File: config.mk
export PLATFORM = sky130hd
export DESIGN_NAME = riscv_core_dpath_vec_load_seq
export DESIGN_NICKNAME = d
export VERILOG_FILES = /design/src/rtl/riscv_vec_pkg.sv /design/src/rtl/vec_elem_collector.sv /design/src/rtl/riscv_core_dpath_vec_load_seq.sv
export SDC_FILE = /design/constraint.sdc
export NUM_CORES = 1
export LEC_CHECK = 0
export CORE_AREA = 2 2 265 267
export DETAILED_ROUTE_END_ITERATION = 6
export DIE_AREA = 0 0 267 269
export HOLD_SLACK_MARGIN = 0.06
export PLACE_DENSITY = 0.63
export SLEW_MARGIN = 20
export SYNTH_ARGS = -nofsm -noshare
export SYNTH_HDL_FRONTEND = slang
export SYNTH_SLANG_ARGS = --single-unit
File: constraint.sdc
create_clock -name clk -period 9.9 [get_ports clk]
set_clock_uncertainty 0.2 [all_clocks]
set_input_delay 1.98 -clock clk [delete_from_list [all_inputs] [get_ports clk]]
set_output_delay 1.98 -clock clk [all_outputs]
set_load 0.1 [all_outputs]
File: src/rtl/riscv_vec_pkg.sv
// Shared widths, FSM encoding and helpers for the vector load sequencer slice.
package riscv_vec_pkg;

    localparam int unsigned VLEN_MAX = 8;
    localparam int unsigned ELEM_W   = 32;
    localparam int unsigned VREG_W   = 256;
    localparam int unsigned CNT_W    = 4;

    typedef enum logic [1:0] {
        ST_IDLE,
        ST_ISSUE,
        ST_WAIT,
        ST_WRITE
    } vload_state_e;

    // Element counts above the architectural maximum saturate.
    function automatic logic [CNT_W-1:0] clamp_vl(input logic [CNT_W-1:0] vl);
        return (vl > CNT_W'(VLEN_MAX)) ? CNT_W'(VLEN_MAX) : vl;
    endfunction

endpackage

File: src/rtl/vec_elem_collector.sv
// Gathers in-order 32-bit load responses into a 256-bit vector buffer.
module vec_elem_collector
    import riscv_vec_pkg::*;
(
    input  logic              clk,
    input  logic              reset_n,
    input  logic              clr,
    input  logic              wen,
    input  logic [ELEM_W-1:0] wdata,
    output logic [VREG_W-1:0] vbuf,
    output logic [CNT_W-1:0]  recv
);

    always_ff @(posedge clk or negedge reset_n) begin
        if (!reset_n) begin
            vbuf <= '0;
            recv <= '0;
        end else if (clr) begin
            vbuf <= '0;
            recv <= '0;
        end else if (wen && (recv < CNT_W'(VLEN_MAX))) begin
            vbuf[32'(recv[2:0]) * ELEM_W +: ELEM_W] <= wdata;
            recv <= recv + CNT_W'(1);
        end
    end

endmodule

File: src/rtl/riscv_core_dpath_vec_load_seq.sv
// Strided vector load sequencer: issues element reads, collects them, and
// arbitrates the single vector regfile write port against ALU writeback.
module riscv_core_dpath_vec_load_seq
    import riscv_vec_pkg::*;
#(
    parameter int unsigned MAX_OUTSTANDING = 4,
    parameter int unsigned STARVE_LIMIT    = 3
) (
    input  logic         clk,
    input  logic         reset_n,
    input  logic         req_val,
    output logic         req_rdy,
    input  logic [4:0]   req_waddr,
    input  logic [31:0]  req_base,
    input  logic [31:0]  req_stride,
    input  logic [3:0]   req_vl,
    output logic         memreq_val,
    input  logic         memreq_rdy,
    output logic [31:0]  memreq_addr,
    input  logic         memresp_val,
    input  logic [31:0]  memresp_data,
    input  logic         alu_wen,
    input  logic [4:0]   alu_waddr,
    input  logic [255:0] alu_wdata,
    output logic         alu_stall,
    output logic         rf_wen_p,
    output logic [4:0]   rf_waddr_p,
    output logic [255:0] rf_wdata_p,
    output logic         busy,
    output logic         done
);

    vload_state_e       state;
    logic [4:0]         waddr_q;
    logic [31:0]        addr_q;
    logic [31:0]        stride_q;
    logic [CNT_W-1:0]   vl_q;
    logic [CNT_W-1:0]   issued;
    logic [CNT_W-1:0]   recv;
    logic [VREG_W-1:0]  vbuf;
    logic [7:0]         starve;

    logic               accept;
    logic               issue_fire;
    logic               resp_take;
    logic               load_win;
    logic [CNT_W-1:0]   outstanding;
    logic [CNT_W-1:0]   issued_nxt;
    logic [CNT_W-1:0]   recv_nxt;

    assign accept      = (state == ST_IDLE) && req_val;
    assign outstanding = issued - recv;
    assign issue_fire  = memreq_val && memreq_rdy;
    assign resp_take   = memresp_val && ((state == ST_ISSUE) || (state == ST_WAIT));
    assign issued_nxt  = issued + CNT_W'(issue_fire);
    assign recv_nxt    = recv + CNT_W'(resp_take);
    assign load_win    = !alu_wen || (starve >= 8'(STARVE_LIMIT));

    vec_elem_collector u_collector (
        .clk     (clk),
        .reset_n (reset_n),
        .clr     (accept),
        .wen     (resp_take),
        .wdata   (memresp_data),
        .vbuf    (vbuf),
        .recv    (recv)
    );

    always_comb begin
        req_rdy     = (state == ST_IDLE);
        busy        = (state != ST_IDLE);
        memreq_val  = (state == ST_ISSUE) && (issued < vl_q)
                      && (outstanding < CNT_W'(MAX_OUTSTANDING));
        memreq_addr = addr_q;
        rf_wen_p    = alu_wen;
        rf_waddr_p  = alu_waddr;
        rf_wdata_p  = alu_wdata;
        alu_stall   = 1'b0;
        done        = 1'b0;
        if ((state == ST_WRITE) && load_win) begin
            rf_wen_p   = 1'b1;
            rf_waddr_p = waddr_q;
            rf_wdata_p = vbuf;
            alu_stall  = alu_wen;
            done       = 1'b1;
        end
    end

    // addr_q carries base + issued*stride as a running sum, avoiding a multiplier.
    always_ff @(posedge clk or negedge reset_n) begin
        if (!reset_n) begin
            state    <= ST_IDLE;
            waddr_q  <= '0;
            addr_q   <= '0;
            stride_q <= '0;
            vl_q     <= '0;
            issued   <= '0;
            starve   <= '0;
        end else begin
            case (state)
                ST_IDLE: begin
                    starve <= '0;
                    if (req_val) begin
                        waddr_q  <= req_waddr;
                        addr_q   <= req_base;
                        stride_q <= req_stride;
                        vl_q     <= clamp_vl(req_vl);
                        issued   <= '0;
                        state    <= (clamp_vl(req_vl) == '0) ? ST_WRITE : ST_ISSUE;
                    end
                end
                ST_ISSUE: begin
                    if (issue_fire) begin
                        addr_q <= addr_q + stride_q;
                        issued <= issued_nxt;
                    end
                    if (recv_nxt == vl_q) begin
                        state <= ST_WRITE;
                    end else if (issued_nxt == vl_q) begin
                        state <= ST_WAIT;
                    end
                end
                ST_WAIT: begin
                    if (recv_nxt == vl_q) begin
                        state <= ST_WRITE;
                    end
                end
                ST_WRITE: begin
                    if (load_win) begin
                        starve <= '0;
                        state  <= ST_IDLE;
                    end else begin
                        starve <= starve + 8'd1;
                    end
                end
                default: state <= ST_IDLE;
            endcase
        end
    end

endmodule

* After elaboration in Yosys (flattened, before gate mapping)
Index checks and enable logic that the tools add are counted.
** Word-level totals
- Bits in registers :: 347
- Input port bits :: 372
- Output and inout bits :: 299
- Logic and storage cells :: 78
** Operators by class
- Add/subtract/negate cells :: 7
- $lt $le $gt $ge :: 5
- Eq/ne operators :: 10
- Shift-type cells :: 2
- Multiplexer cells :: 26
- Reductions and logical operators :: 19
** Operators by type and width (number)
- 256-bit 2-to-1 mux :: 3
- 256-bit bitwise mux :: 1
- 32-bit by 34-bit variable shift with 256-bit output, first input constant :: 1
- 32-bit by 34-bit variable part select with 256-bit output :: 1
- 32-bit 2-to-1 mux :: 2
- 32-bit one-hot mux with 2 select lines :: 1
- 8-bit negation with 34-bit output :: 1
- 32-bit adder :: 1
- 4-bit 2-to-1 mux :: 5
- 8-bit one-hot mux with 2 select lines :: 1
- 2-bit 2-to-1 mux :: 6
- 4-bit by 1-bit adder with 4-bit output :: 2
- 8-bit by 1-bit adder with 8-bit output, second input constant :: 1
- 4-bit == test :: 2
- 8-bit by 2-bit greater-or-equal comparator with 1-bit output, second input constant :: 1
- 8-bit 2-to-1 mux :: 1
- 2-bit one-hot mux with 4 select lines :: 1
- 4-bit one-hot mux with 2 select lines :: 1
- 2-bit nonzero test :: 4
- 1-bit logical AND :: 7
- 2-bit inequality test, second input constant :: 3
- 5-bit 2-to-1 mux :: 1
- 4-bit by 1-bit adder with 4-bit output, second input constant :: 1
- 2-bit == test, second input constant :: 2
- 16 further kinds :: 19

* Depth between registers and ports, before layout
- Depth in word-level cells :: 9
- Mapped depth :: 15

* Cells and area by module
From an unflattened synthesis, not the netlist that was laid out.
** Second synthesis, totals
- Cells, all modules :: 1907
- Area, all modules :: 20608.5 µm²
** By module, submodules not included
- vec_elem_collector :: times used 1, cells an instance 990, area each 11757.5 µm², seq. area each 6506.2 µm²
- riscv_core_dpath_vec_load_seq :: times used 1, cells an instance 917, area each 8851.0 µm², seq. area each 2177.1 µm²

* Worst setup path after synthesis
No wires, ideal clock.
- Path type :: input to output
- From :: in alu_wen
- To :: out rf_waddr_p[0]
- Arrival time :: 4658 ps
- Required time :: 7720 ps
- Path slack :: 3062 ps
- Stages :: 7
- Path buffers :: 3
- Cell sequence :: nor4b_1 -> nand2_1 -> and2_1 -> clkbuf_1 -> clkbuf_1 -> buf_1 -> mux2_2
** Between the ends
- Word-level cells in the longest chain between the ends :: 4
** RTL lines
- start, declared :: RTL line riscv_core_dpath_vec_load_seq.sv:22 : input logic alu_wen,
- 1-bit logical NOT :: RTL line riscv_core_dpath_vec_load_seq.sv:57 : assign load_win = !alu_wen || (starve >= 8'(STARVE_LIMIT));
- 1-bit logical OR :: RTL line riscv_core_dpath_vec_load_seq.sv:57
- 1-bit logical AND :: RTL line riscv_core_dpath_vec_load_seq.sv:80 : if ((state == ST_WRITE) && load_win) begin
- 5-bit 2-to-1 mux :: RTL line riscv_core_dpath_vec_load_seq.sv:80
- end, declared :: RTL line riscv_core_dpath_vec_load_seq.sv:27 : output logic [4:0] rf_waddr_p,
Every way passes these cells.

* Worst setup path in the final report
- From :: in alu_wen
- To :: out rf_wdata_p[97]
** Between the ends
- Word-level cells in the longest chain between the ends :: 4
** RTL lines
- 1-bit logical NOT :: RTL line riscv_core_dpath_vec_load_seq.sv:57
- 1-bit logical OR :: RTL line riscv_core_dpath_vec_load_seq.sv:57
- 1-bit logical AND :: RTL line riscv_core_dpath_vec_load_seq.sv:80
- 256-bit 2-to-1 mux :: RTL line riscv_core_dpath_vec_load_seq.sv:80
- end, declared :: RTL line riscv_core_dpath_vec_load_seq.sv:28 : output logic [255:0] rf_wdata_p,
Every way passes these cells.

==> impl_metrics.env <==
export IMPL_status="complete, no violations"
export IMPL_die_w_microns=267
export IMPL_synthCells=2163
export IMPL_dr_pass1_iters=6
export IMPL_cts_buffers=42
export IMPL_yosysTopAreaCell="dfrtp_1"
export IMPL_seq_area_frac_synth=0.450
export IMPL_vias_per_cell=4.85
export IMPL_crit_start="alu_wen"
export IMPL_tightest_slew_ps=1170
export IMPL_grt_usage=0.208
export IMPL_fin_tns_setup_ps=0
export IMPL_syn_mean_instance_area_sq_um=8.91
export IMPL_utilization=0.407
export IMPL_globalplace_congestion=0.881
export IMPL_cp_cell_sequence="clkdlybuf4s50_1 > nor4b_1 > nand2_1 > and2_4 > buf_12 > mux2_2 > clkdlybuf4s50_1"
export IMPL_synth_commonest_cells="673 x nand2_1, 347 x dfrtp_1, 303 x a21oi_1, 261 x mux2_2, 130 x clkbuf_1"
export IMPL_min_period_ps=7570
export IMPL_path_max_fanout=114
export IMPL_start_kind="primary input"
export IMPL_area_growth_pct=46.3
export IMPL_max_vdd_ir_drop_uv=139
export IMPL_grt_pass1_wl_microns=112000
export IMPL_arrival_ps=5390
export IMPL_finalPower_mw=8.78
export IMPL_core_area_sq_mm=0.0693
export IMPL_yosysWarnings=0
export IMPL_endpoint="rf_wdata_p[97]"
export IMPL_ant_nets=0
export IMPL_nNetsFinal=3144
export IMPL_postCtsSetupBuffers=0
export IMPL_dp_hpwl_microns=56700
export IMPL_drt_iter0_drc=1286
export IMPL_nFillCells=6923
export IMPL_relSlewSlack=0.220
export IMPL_grt_pass1_vias=17375
export IMPL_yosysMostFrequentCell="nand2_1"
export IMPL_clkTransAtPathRegs_ps=60
export IMPL_synth_edf_count=0
export IMPL_post_drt_wl_per_cell_microns=21.2
export IMPL_drc=0
export IMPL_synth_seq_cells=347
export IMPL_hold_start="waddr_q[1]"
export IMPL_grt_overflow_total=0
export IMPL_cap_violations=0
export IMPL_synthFlopType="dfrtp_1"
export IMPL_grt_antenna_before_repair=12
export IMPL_yosys_top_cells_area="dfrtp_1 45%, mux2_2 15%, nand2_1 13%, a21oi_1 7.9%, ha_1 3.1%"
export IMPL_worstPathRequired_ps=7720
export IMPL_port_buffers=670
export IMPL_pin_count=671
export IMPL_yosys_cell_types_count=69
export IMPL_p_leak_nw=11.6
export IMPL_setup_viol=0
export IMPL_rsz0062_at_grt="no"
export IMPL_fp_dieH_microns=269
export IMPL_async_flop_share=1.00
export IMPL_h_tree_depth=2
export IMPL_clk_latency_ps=570
export IMPL_max_stage_delay_ps=1150
export IMPL_slowest_stage="clkdlybuf4s50_1"
export IMPL_hold_slack_ps=276
export IMPL_worstHoldPathType="register to register"
export IMPL_cts_tree="built"
export IMPL_cts_hold_buf=0
export IMPL_syn_num_nets=2584
export IMPL_power_density_mw_per_mm2=311
export IMPL_post_cts_resized=0
export IMPL_rr_startpoint="state[1]"
export IMPL_vias=17985
export IMPL_wl_microns=78700
export IMPL_dieArea_sq_mm=0.0718
export IMPL_crit_path_end_kind="primary output"
export IMPL_reg2reg_slack_ps=6030
export IMPL_drive_gt1_frac=0.134
export IMPL_start_util=0.278
export IMPL_fmax_mhz=132
export IMPL_finalCritPeriodShare=0.765
export IMPL_clock_root_buffer="clkbuf_16"
export IMPL_grt_max_degree=183
export IMPL_worstRegToRegCells=14
export IMPL_slew_viol_final=0
export IMPL_worstSetupPathType="primary input to primary output"
export IMPL_finalHoldViolCount=0
export IMPL_synth_area_sq_mm=0.0193
export IMPL_regToRegEndpoint="state[0]"
export IMPL_min_path_cells=2
export IMPL_clockBufferDepth=3
export IMPL_cts_sinks=347
export IMPL_synth_top_area_frac=0.450
export IMPL_row_count=97
export IMPL_cp_common_cell="clkdlybuf4s50_1"
area by class of cell:
type / count / area, sq um / area share
clock buffers: 61 / 1180 / 0.0419
flip-flops and latches: 347 / 8680 / 0.308
well taps: 940 / 1180 / 0.0417
clock inverters: 16 / 235 / 0.00834
multi-input cells: 1620 / 9900 / 0.351
inverters: 23 / 86.3 / 0.00306
repair buffers: 689 / 6920 / 0.245
diodes: 11 / 27.5 / 0.000976
per-layer routing:
metal | part of all wire | GRT usage | up-vias | wire length (microns)
met5 | 0.00018 | 0 | - | 14
met2 | 0.48 | 0.340 | 683 | 37700
met1 | 0.43 | 0.278 | 8749 | 34100
met4 | 0.031 | 0.0768 | 2 | 2410
li1 | - | - | 8432 | -
met3 | 0.056 | 0.0331 | 119 | 4410
placed cells by master, fill, tap and decap left out, types with 14 or more instances in the layout:
cell and n:
nand2_1 672, clkdlybuf4s50_1 669, dfrtp_1 347, a21oi_1 303, mux2_2 261, o21ai_0 53
nor2_1 52, ha_1 48, clkbuf_16 42, xnor2_1 27, inv_1 23, a21o_1 15
xor2_1 15, mux2i_1 15, buf_4 14
sequential cells by signal (all words and copies together), names as in the netlist:
name / count
waddr_q: 5
stride_q: 32
issued: 4
u_collector.vbuf: 256
u_collector.recv: 4
starve: 8
state: 2
vl_q: 4
memreq_addr: 32
worst min path at each step:
stage,slack (ps),endpoint
floorplan,240,waddr_q[0]
global placement,260,waddr_q[2]
detailed placement,270,stride_q[30]
CTS,280,stride_q[30]
global route,310,waddr_q[3]
finish,280,waddr_q[1]
cell families after synthesis:
| group | after synthesis | share of synthesized area |
|---|---|---|
| compound gates | 437 | 0.126 |
| flops | 347 | 0.450 |
| fa+ha+maj | 49 | 0.0322 |
| xor+xnor | 42 | 0.0191 |
| simple gates | 816 | 0.171 |
| mux | 276 | 0.160 |
| buf+inv | 196 | 0.0410 |
metrics by stage:
stage | std cells | area [sq um] | setup slack [ps]
3_5_place_dp | 3618 | 26700 | 2430
4_1_cts | 3695 | 28200 | 2420
5_1_grt | 3704 | 28200 | 2240
2_1_floorplan | 2163 | 19300 | 3060
6_report | 3707 | 28200 | 2330
3_3_place_gp | 3618 | 26700 | 2440
critical path, delay by kind of cell:
kind                   cells  cell delay (ps)
buffers and inverters      3             1920
and+or+nand+nor            3              870
muxes                      1              360
power by group:
group / total, mW / internal (mW) / switching (mW)
Sequential: 2.21 / 1.84 / 0.370
Clock: 1.60 / 0.947 / 0.657
Combinational: 4.96 / 1.50 / 3.47
Total: 8.78 / 4.28 / 4.49
No activity file was read; power rests on OpenSTA's default activity.
